### src/rtl/fft_pkg.sv
// Shared definitions for the 32-point DIT FFT: frame size, the input buffer
// FILL/DRAIN state encoding, and the 5-bit index bit reversal.
package fft_pkg;

  localparam int FFT_N     = 32;
  localparam int FFT_LOG2N = 5;

  typedef enum logic {
    ST_FILL  = 1'b0,
    ST_DRAIN = 1'b1
  } inbuf_state_t;

  function automatic logic [FFT_LOG2N-1:0] bitrev5(input logic [FFT_LOG2N-1:0] idx);
    logic [FFT_LOG2N-1:0] r;
    for (int i = 0; i < FFT_LOG2N; i++) begin
      r[i] = idx[FFT_LOG2N-1-i];
    end
    return r;
  endfunction

endpackage

### src/rtl/bit_reverse.sv
// Purely combinational index bit reversal, reusable by any FFT stage sequencer.
module bit_reverse #(
  parameter int BITS = 5
) (
  input  logic [BITS-1:0] idx,
  output logic [BITS-1:0] rev
);

  for (genvar gi = 0; gi < BITS; gi++) begin : g_rev
    assign rev[gi] = idx[BITS-1-gi];
  end

endmodule

### src/rtl/fft_input_reorder.sv
// FFT input stage: captures 32 natural-order samples, then drains them as 16
// bit-reversed butterfly operand pairs. Optional s_last checking: FFT_INBUF_FRAME_CHECK_EN.
module fft_input_reorder
  import fft_pkg::*;
#(
  parameter int WIDTH = 8,
  parameter int N     = 32
) (
  input  logic             clk,
  input  logic             rst_n,
  input  logic             s_valid,
  output logic             s_ready,
  input  logic [WIDTH-1:0] s_real,
  input  logic [WIDTH-1:0] s_imag,
  input  logic             s_last,
  output logic             m_valid,
  input  logic             m_ready,
  output logic [WIDTH-1:0] out_1_real,
  output logic [WIDTH-1:0] out_1_imag,
  output logic [WIDTH-1:0] out_2_real,
  output logic [WIDTH-1:0] out_2_imag,
  output logic [3:0]       pair_idx,
  output logic             m_last
`ifdef FFT_INBUF_FRAME_CHECK_EN
  ,
  output logic             frame_err
`endif
);

  localparam int LOG2N = $clog2(N);
  localparam logic [LOG2N-1:0] LAST_SAMPLE = LOG2N'(N - 1);
  localparam logic [3:0]       LAST_PAIR   = 4'(N / 2 - 1);

  inbuf_state_t     state_reg, state_next;
  logic [LOG2N-1:0] wr_cnt_reg, wr_cnt_next;
  logic [3:0]       k_reg, k_next;
  logic             err_reg, err_next;
  logic             wr_en;

  logic [2*WIDTH-1:0] mem [N];
  logic [LOG2N-1:0]   rd_idx_1, rd_idx_2;

  always_ff @(posedge clk or negedge rst_n) begin
    if (!rst_n) begin
      state_reg  <= ST_FILL;
      wr_cnt_reg <= '0;
      k_reg      <= '0;
      err_reg    <= 1'b0;
    end else begin
      state_reg  <= state_next;
      wr_cnt_reg <= wr_cnt_next;
      k_reg      <= k_next;
      err_reg    <= err_next;
    end
  end

  always_comb begin
    state_next  = state_reg;
    wr_cnt_next = wr_cnt_reg;
    k_next      = k_reg;
    err_next    = 1'b0;
    wr_en       = 1'b0;
    case (state_reg)
      ST_FILL: begin
        if (s_valid) begin
          wr_en       = 1'b1;
          wr_cnt_next = wr_cnt_reg + 1'b1;
          if (wr_cnt_reg == LAST_SAMPLE) begin
            state_next  = ST_DRAIN;
            wr_cnt_next = '0;
            k_next      = '0;
          end
`ifdef FFT_INBUF_FRAME_CHECK_EN
          // Early s_last drops the partial frame and the offending sample;
          // a missing s_last on the final sample is only flagged.
          if (s_last && (wr_cnt_reg != LAST_SAMPLE)) begin
            wr_en       = 1'b0;
            wr_cnt_next = '0;
            err_next    = 1'b1;
          end
          if (!s_last && (wr_cnt_reg == LAST_SAMPLE)) begin
            err_next = 1'b1;
          end
`endif
        end
      end
      ST_DRAIN: begin
        if (m_ready) begin
          if (k_reg == LAST_PAIR) begin
            state_next = ST_FILL;
          end else begin
            k_next = k_reg + 1'b1;
          end
        end
      end
      default: state_next = ST_FILL;
    endcase
  end

  // Storage has no reset; every entry is rewritten before it is read again.
  always_ff @(posedge clk) begin
    if (wr_en) begin
      mem[wr_cnt_reg] <= {s_real, s_imag};
    end
  end

  // bitrev(2k) always lands in the lower half; its partner bitrev(2k+1) is +16.
  bit_reverse #(.BITS(LOG2N)) u_bit_reverse (
    .idx ({k_reg, 1'b0}),
    .rev (rd_idx_1)
  );
  assign rd_idx_2 = bitrev5({k_reg, 1'b1});

  assign s_ready = (state_reg == ST_FILL);
  assign m_valid = (state_reg == ST_DRAIN);

  assign out_1_real = m_valid ? mem[rd_idx_1][2*WIDTH-1:WIDTH] : '0;
  assign out_1_imag = m_valid ? mem[rd_idx_1][WIDTH-1:0]       : '0;
  assign out_2_real = m_valid ? mem[rd_idx_2][2*WIDTH-1:WIDTH] : '0;
  assign out_2_imag = m_valid ? mem[rd_idx_2][WIDTH-1:0]       : '0;
  assign pair_idx   = m_valid ? k_reg : 4'd0;
  assign m_last     = m_valid && (k_reg == LAST_PAIR);

`ifdef FFT_INBUF_FRAME_CHECK_EN
  assign frame_err = err_reg;
`else
  logic unused_frame_inputs;
  assign unused_frame_inputs = s_last ^ err_reg;
`endif

endmodule

### config.mk
export PLATFORM = sky130hd
export DESIGN_NAME = fft_input_reorder
export DESIGN_NICKNAME = d
export VERILOG_FILES = /design/src/rtl/fft_pkg.sv /design/src/rtl/bit_reverse.sv /design/src/rtl/fft_input_reorder.sv
export SDC_FILE = /design/constraint.sdc
export NUM_CORES = 1
export LEC_CHECK = 0
export CAP_MARGIN = 15
export CORE_ASPECT_RATIO = 0.5
export CORE_MARGIN = 10
export CORE_UTILIZATION = 61
export CTS_BUF_LIST = sky130_fd_sc_hd__clkbuf_4 sky130_fd_sc_hd__clkbuf_8
export CTS_CLUSTER_SIZE = 40
export DETAILED_ROUTE_END_ITERATION = 10
export PLACE_DENSITY = 0.83
export REMOVE_ABC_BUFFERS = 1
export SLEW_MARGIN = 0
export SYNTH_ARGS = -nofsm -noshare
export SYNTH_HDL_FRONTEND = slang
export SYNTH_HIERARCHICAL = 1
export SYNTH_SLANG_ARGS = --single-unit
### constraint.sdc
create_clock -name clk -period 6.2 [get_ports clk]
set_input_delay 0.93 -clock clk [delete_from_list [all_inputs] [get_ports clk]]
set_output_delay 0.93 -clock clk [all_outputs]
set_load 0.01 [all_outputs]
* Yosys cells after proc, flatten, opt, wreduce, memory -nomap -nowiden
Memories as Yosys holds them, arrays and structs flattened.
Cells that the tools add are included.
** Word-level totals
- Bits in registers :: 10
- Bits in latches :: 0
- Bits in writable memories :: 512
- Bits in read-only memories :: 0
- Bits of input ports :: 21
- Output and inout port bits :: 39
- Logic and storage cells :: 36
- Memories kept :: 1
** Memory list
- mem :: depth 32, bits a word 16, read ports 2, clocked after memory_dff 0, wr ports 1, line fft_input_reorder.sv:40 : logic [2*WIDTH-1:0] mem [N];
** Operators by class
- $add $sub $neg :: 2
- Multipliers :: 0
- Divide/modulo/power cells :: 0
- Magnitude comparators :: 0
- Equality and inequality tests :: 6
- Shift operators :: 0
- Muxes and demuxes :: 20
- Bitwise logic cells :: 1
- Reduce and logical (&&, ||, !) cells :: 3
** Operator list (count)
- 2-to-1 mux 8 bit :: 4
- 2-to-1 mux 4 bit :: 5
- 2-to-1 mux 1 bit :: 8
- one-hot mux 4 bit (2 select lines) :: 1
- inequality test 2 bit, second input constant :: 3
- adder 5 x 1 -> 5 bit, second input constant :: 1
- == test 5 bit, second input constant :: 1
- 2-to-1 mux 5 bit :: 1
- adder 4 x 1 -> 4 bit, second input constant :: 1
- == test 4 bit, second input constant :: 1
- AND reduction 4 bit :: 1
- inequality test 2 x 1 -> 1 bit, second input constant :: 1
- one-hot mux 1 bit (2 select lines) :: 1
- AND reduction 2 bit :: 1
- logical AND 1 bit :: 1
- NOT 1 bit :: 1

* Longest topological paths before layout
Gate-level depths: netlist of the first run.
- Depth after elaboration :: 4
- Gate-level depth with buffers :: 8
- Mapped depth without buffers :: 7

* By module
The synthesis of the first run kept the hierarchy.
** By module, submodules not included
- fft_input_reorder :: times used 1, cells each 1064, area each 22271.4 sq um, seq. area each 15625.0 sq um
- bit_reverse :: times used 1, cells each 5, area each 37.5 sq um, seq. area each 0.0 sq um

* Worst setup path after synthesis of the first run
OpenSTA, ideal clock, no wires.
- Path kind :: input-to-reg
- Start point :: input port s_valid
- End point :: memory mem[19][0] (netlist name), enable pin
- Arrival :: 3062 ps
- Data required time :: 5787 ps
- Setup slack :: 2725 ps
- Stages on the path :: 5
- Buffers on the path :: 1
- Cells stage by stage :: nor2b_1 clkbuf_1 nand2_1 or2_2 nor3b_1
** Between the ends
- Longest elaborated chain between the ends :: 4
** RTL lines
- from (decl) :: line fft_input_reorder.sv:11 : input logic s_valid,
- 2-to-1 mux 1 bit :: line fft_input_reorder.sv:65 : if (s_valid) begin
- 2-to-1 mux 1 bit :: line fft_input_reorder.sv:63 : case (state_reg)
- 2-to-1 mux 1 bit :: line fft_input_reorder.sv:102 : if (wr_en) begin
- 2-to-1 mux 1 bit (not written as such) :: line fft_input_reorder.sv:103 : mem[wr_cnt_reg] <= {s_real, s_imag};
- to (decl) :: line fft_input_reorder.sv:40
Every way passes these cells.

* Final worst setup path of the first run
- Start point :: register k_reg[3]
- End point :: output port out_1_imag[4]
** Between the ends
- Longest elaborated chain between the ends :: 2
** RTL lines
- from (decl) :: line fft_input_reorder.sv:36 : logic [3:0] k_reg, k_next;
- from (signal assigned) :: line fft_input_reorder.sv:52 : k_reg <= k_next;
- memory read (32 x 16 bit)
- 2-to-1 mux 8 bit :: line fft_input_reorder.sv:118 : assign out_1_imag = m_valid ? mem[rd_idx_1][WIDTH-1:0] : '0;
- to (decl) :: line fft_input_reorder.sv:19 : output logic [WIDTH-1:0] out_1_imag,
Every way passes these cells.

==> results of run 1 <==
## cell type report
class | instances | area share
antenna | 1 | 0.0000999
clock buffer | 99 | 0.0494
clock inverter | 24 | 0.00490
inverter | 5 | 0.000749
multi-input combinational | 461 | 0.252
sequential | 522 | 0.624
tap | 484 | 0.0242
timing repair buffer | 106 | 0.0439
## stage by stage
step	instance area [um2]	total power, mW
2_1_floorplan	21900	4.88
3_3_place_gp	23500	5.32
3_5_place_dp	23500	5.36
4_1_cts	24900	7.88
5_1_grt	25000	8.14
6_report	25000	7.88
## cells in the mapped netlist, types with 7 or more instances
| master | count | area (um2) |
|---|---|---|
| sky130_fd_sc_hd__dfrtp_1 | 10 | 250 |
| sky130_fd_sc_hd__mux2i_1 | 32 | 320 |
| sky130_fd_sc_hd__edfxtp_1 | 512 | 15400 |
| sky130_fd_sc_hd__ha_1 | 7 | 87.6 |
| sky130_fd_sc_hd__and2_1 | 21 | 131 |
| sky130_fd_sc_hd__a22oi_1 | 17 | 128 |
| sky130_fd_sc_hd__buf_4 | 8 | 60.1 |
| sky130_fd_sc_hd__a31oi_1 | 16 | 100 |
| sky130_fd_sc_hd__a221oi_1 | 12 | 105 |
| sky130_fd_sc_hd__clkbuf_1 | 38 | 143 |
| sky130_fd_sc_hd__o21ai_0 | 19 | 95.1 |
| sky130_fd_sc_hd__buf_1 | 8 | 30.0 |
| sky130_fd_sc_hd__buf_2 | 24 | 120 |
| sky130_fd_sc_hd__nor2_1 | 34 | 128 |
| sky130_fd_sc_hd__o221ai_1 | 16 | 140 |
| sky130_fd_sc_hd__mux4_2 | 192 | 4320 |
| sky130_fd_sc_hd__nand2_1 | 24 | 90.1 |
| sky130_fd_sc_hd__mux2_2 | 32 | 360 |
## metal layers
metal	routed length (um)	part of all wire	GRT usage
met2	24400	0.48	0.348
met1	19500	0.38	0.317
met4	1010	0.020	0.0662
met5	0	0	0
met3	6220	0.12	0.0609
## where the power goes
group          leakage (nW)  internal (mW)  switching, mW
clock network         0.713           1.32           1.23
registers              4.73           4.06          0.170
logic                  2.05          0.484          0.615
total                  7.50           5.86           2.01
## logic make-up after synthesis
family,Yosys count,share of synthesized area
buffers and inverters,86,0.0187
and+or+nand+nor,107,0.0238
muxes,256,0.224
DFF,522,0.700
adders and majority gates,7,0.00393
other,1,0.000168
AOI/OAI and AO/OA,90,0.0286
## how the worst max path moves through the flow
stage	end	slack [ns]	depth (start not counted)
floorplan	out_1_imag[0]	-1.26	4
global placement	out_2_imag[6]	1.97	5
detailed placement	out_2_real[3]	1.95	5
CTS	out_2_imag[5]	1.26	5
global route	out_2_real[3]	1.10	5
finish	out_1_imag[4]	1.33	5
## critical path: stages (launching register included)
cell and delay (ns):
sky130_fd_sc_hd__dfrtp_4 0.90, sky130_fd_sc_hd__inv_2 0.61, sky130_fd_sc_hd__mux2_2 0.41, sky130_fd_sc_hd__o221ai_1 0.27
sky130_fd_sc_hd__a31oi_1 0.40, sky130_fd_sc_hd__clkdlybuf4s50_1 0.61
==> results.cfg, run 1 <==
[run_status]
outcome = completed

[worst_setup_path]
worst_setup_path_end_kind = output port
ff2ff_setup_slack_ns = 2.73
worst_setup_path_start_kind = flip-flop
critical_path_required_ns = 5.27
timing.critical_path.arrival_ns = 3.94
timing.reg2reg.worst_path_depth = 4
critical_register_to_register_path_startpoint = m_valid$_DFF_PN0_
critical_path_peak_fanout = 39
worst-setup-path-type = flip-flop to output port
timing.critical_path.from = k_reg[3]$_DFFE_PN0P_
r2r_endpoint = mem[9][12]$_DFFE_PP_

[die]
die_h_um = 155
rows = 49
total_core_area_um2 = 36000
dieArea_um2 = 45100
die_width_um = 290
initial_utilization = 0.620
io_pins = 60

[finish]
design.final.nets = 1197
utilization = 0.696
layout.cells.most_common = sky130_fd_sc_hd__edfxtp_1
flip_flop_count_of_the_largest_register_after_layout = 512
multi_input_comb_area_um2 = 6320
areaGrowthSynthToFinish_pct = 12.3
finish.cell_count_without_fillers = 1702
footprint_of_the_flip_flops_and_latches_um2 = 15600
num-fill-cells = 2027
layout-drive-gt1-share = 0.333
most-common-layout-cells = 512 x sky130_fd_sc_hd__edfxtp_1, 192 x sky130_fd_sc_hd__mux4_2, 79 x sky130_fd_sc_hd__clkbuf_8, 58 x sky130_fd_sc_hd__clkdlybuf4s50_1, 36 x sky130_fd_sc_hd__buf_4

[placed_design]
post_place_worst_slack_ns = 1.95
hpwlAfterDp_um = 29200
place.port_buffers = 58
dp_cells = 1570
globalplace.congestion = 0.794

[global_routing]
number_of_antenna_violations_at_the_first_check_in_global_routing = 1
grt_start_max_net_pins = 102
grt_pass1_vias = 11953
grt.overflow.total = 0
grt_pass1_wl_um = 76400
grt_use_total = 0.226

[sta]
final-setup-viol-count = 0
grt_setup_unrepaired = no
final.setup.tns_ns = 0
slew_headroom = 0.181
hold-worst-slack_ns = 0.623
post-route-period-util = 0.785
slew_viol_final = 0
timing_hold_violations_final = 0
clock_skew_ns = 0.0193
fmax_ghz = 0.206
final.min_clock_period_ns = 4.87
transition_time_at_the_pin_with_the_least_slew_margin_ns = 1.22
final_setup_slack_of_the_worst_path_ns = 1.33

[cts]
clk_transition_reported_paths_ns = 0.07
tritoncts = done
clk-insertion-delay-late_ns = 0.64
cts-resized-gates = 0
hold_buffers = 0
cts_root_buf = sky130_fd_sc_hd__clkbuf_8
cts.sinks = 522
post_cts.repair.setup_buffers = 0
cts-buffers-inserted = 73
clock_tree.htree_level_count = 3
clock_tree.buffer_depth = 3

[logic_synthesis]
synth_sequential_area_ratio = 0.700
syn-instance-count = 1069
synth.lib_cells_used.distinct = 40
synth_edf_count = 512
yosysWarnings = 6
post_synth.cell_area_avg_um2 = 20.9
synth_seq_cells = 522
postSynth.asyncResetShare = 0.0192
synth_area_um2 = 22300
postSynth.topFlopCell = sky130_fd_sc_hd__edfxtp_1

[detailed_routing]
dr.pass1.iters = 5
routed_wire_length_per_instance_um = 30.0
dr.first_iter.drc_count = 1567
postRouteWirelength_um = 51100
viasPerCell = 6.89
antenna_violating_nets_post_route = 0
vias = 11734
number_of_remaining_drc_errors = 0

[power]
power_per_cell_area_nw_per_um2 = 315
total_leakage_power_nw = 7.50
vdd_drop_max_mv = 0.153

[hold_path]
worstHoldPathType = primary input to asynchronous set/reset pin

[run]
cap_violations = 0
Power figures use the tool's default switching activity.
==> run 2: changes to the inputs <==
clock period = 4.86 ns   (was 6.2 ns; I/O delays follow)
==> results.cfg, run 2 (synthesis gave the netlist of run 1 again) <==
[finish]
design.final.nets = 1206
layout-drive-gt1-share = 0.341
utilization = 0.700
num-fill-cells = 1963
areaGrowthSynthToFinish_pct = 13.0
most-common-layout-cells = 512 x sky130_fd_sc_hd__edfxtp_1, 192 x sky130_fd_sc_hd__mux4_2, 74 x sky130_fd_sc_hd__clkbuf_8, 58 x sky130_fd_sc_hd__clkdlybuf4s50_1, 41 x sky130_fd_sc_hd__buf_4
layout.cells.most_common = sky130_fd_sc_hd__edfxtp_1
n_antenna_cell = 0
flip_flop_count_of_the_largest_register_after_layout = 512

[worst_setup_path]
critical_path_required_ns = 4.13
critical_register_to_register_path_startpoint = m_valid$_DFF_PN0_
worst_setup_path_end_kind = output port
critical_path_peak_fanout = 41
worst-setup-path-type = flip-flop to output port
timing.critical_path.arrival_ns = 3.79
r2r_endpoint = mem[30][7]$_DFFE_PP_
ff2ff_setup_slack_ns = 1.55
worst_setup_path_start_kind = flip-flop
timing.reg2reg.worst_path_depth = 4

[sta]
slew_headroom = 0.229
grt_setup_unrepaired = no
post-route-period-util = 0.930
hold-worst-slack_ns = 0.419
final.setup.tns_ns = 0
fmax_ghz = 0.221
transition_time_at_the_pin_with_the_least_slew_margin_ns = 1.15
final.min_clock_period_ns = 4.52
final-setup-viol-count = 0
timing_hold_violations_final = 0
clock_skew_ns = 0.0221
slew_viol_final = 0

[cts]
post_cts.repair.setup_buffers = 0
cts-buffers-inserted = 72
clk_transition_reported_paths_ns = 0.06
clk-insertion-delay-late_ns = 0.64
hold_buffers = 0
clock_tree.buffer_depth = 3
clock_tree.htree_level_count = 3
cts.sinks = 522
cts_root_buf = sky130_fd_sc_hd__clkbuf_8
tritoncts = done
cts-resized-gates = 0

[global_routing]
grt_pass1_vias = 12224
grt.overflow.total = 0
grt_use_total = 0.227
grt_start_max_net_pins = 100
number_of_antenna_violations_at_the_first_check_in_global_routing = 0
grt_pass1_wl_um = 76600

[detailed_routing]
number_of_remaining_drc_errors = 0
vias = 11820
antenna_violating_nets_post_route = 0
viasPerCell = 6.91
dr.pass1.iters = 5
routed_wire_length_per_instance_um = 30.1
dr.first_iter.drc_count = 1727
postRouteWirelength_um = 51500

[power]
p_int_mw = 7.40
switching_share = 0.258
power.share.sequential = 0.537
pwr-share-comb = 0.145
power_per_cell_area_nw_per_um2 = 396
vdd_drop_max_mv = 0.210
share_clk_of_total_power = 0.318
netSwitchingPower_mw = 2.58
total_leakage_power_nw = 7.57
fin_total_pwr_mw = 9.98

[die]
initial_utilization = 0.620
io_pins = 60
die_width_um = 290
rows = 49
dieArea_um2 = 45100
die_h_um = 155
total_core_area_um2 = 36000

[hold_path]
worstHoldPathType = primary input to asynchronous set/reset pin

[placed_design]
globalplace.congestion = 0.835
place.port_buffers = 58
hpwlAfterDp_um = 29800

[run]
cap_violations = 0

[run_status]
outcome = completed
[run 2: cell count changes in the layout (fill, tap and decap cells not counted)]
cell | before | now
sky130_fd_sc_hd__diode_2 | 1 | 0
sky130_fd_sc_hd__clkinv_2 | 2 | 4
sky130_fd_sc_hd__inv_6 | 0 | 1
sky130_fd_sc_hd__bufinv_16 | 1 | 0
sky130_fd_sc_hd__clkinvlp_4 | 1 | 2
sky130_fd_sc_hd__buf_12 | 4 | 6
sky130_fd_sc_hd__clkinv_1 | 20 | 17
sky130_fd_sc_hd__clkbuf_4 | 20 | 25
sky130_fd_sc_hd__buf_8 | 4 | 0
sky130_fd_sc_hd__clkbuf_8 | 79 | 74
sky130_fd_sc_hd__buf_4 | 36 | 41
sky130_fd_sc_hd__buf_16 | 3 | 10
[run 2: worst max-delay path: stages, from the launching register on]
cell	delay, ns
sky130_fd_sc_hd__dfrtp_4	0.97
sky130_fd_sc_hd__buf_4	0.37
sky130_fd_sc_hd__mux4_2	0.32
sky130_fd_sc_hd__mux2_2	0.27
sky130_fd_sc_hd__o221ai_1	0.52
sky130_fd_sc_hd__a31oi_1	0.16
sky130_fd_sc_hd__clkdlybuf4s50_1	0.52
[run 2: cell type report]
type                    count  area [um2]  area share
flip-flops and latches    522       15600       0.620
multi-input cells         461        6320       0.251
repair buffers            116        1310      0.0519
clock buffers              99        1210      0.0479
well taps                 484         606      0.0240
clock inverters            24         108     0.00427
inverters                   5        18.8    0.000745
[run 2: per-stage QoR]
stage | instances | setup WS, ns | cell area, um2
floorplan | 988 | -2.40 | 21900
global placement | 1577 | 0.903 | 23600
detailed placement | 1577 | 0.862 | 23600
CTS | 1700 | 0.180 | 24900
global route | 1711 | 0.132 | 25200
finish | 1711 | 0.341 | 25200
[run 2: power groups by stage]
stage	registers (mW)	clock network (mW)	logic [mW]
after floorplan	5.45	0	0.778
final	5.36	3.17	1.45
after CTS	5.36	3.21	1.40
after global placement	5.43	0	1.35
after global routing	5.38	3.42	1.53
after detailed placement	5.46	0	1.39
[run 2: worst max-delay path by stage]
stage / slack, ns / cells past startpoint / to / start
finish: 0.34 / 6 / out_1_imag[1] / k_reg[2]$_DFFE_PN0P_
global route: 0.13 / 6 / out_1_imag[1] / k_reg[2]$_DFFE_PN0P_
CTS: 0.18 / 5 / out_2_real[2] / k_reg[3]$_DFFE_PN0P_
detailed placement: 0.86 / 5 / out_2_real[2] / k_reg[3]$_DFFE_PN0P_
global placement: 0.90 / 5 / out_2_imag[2] / k_reg[3]$_DFFE_PN0P_
floorplan: -2.40 / 4 / out_1_imag[0] / k_reg[2]$_DFFE_PN0P_
[run 2: metal layers]
metal,vias to the layer above,GRT usage,part of all wire
met4,0,0.0797,0.024
met3,107,0.0656,0.13
met2,796,0.356,0.48
met5,-,0,0
met1,6127,0.305,0.37
li1,4790,-,-
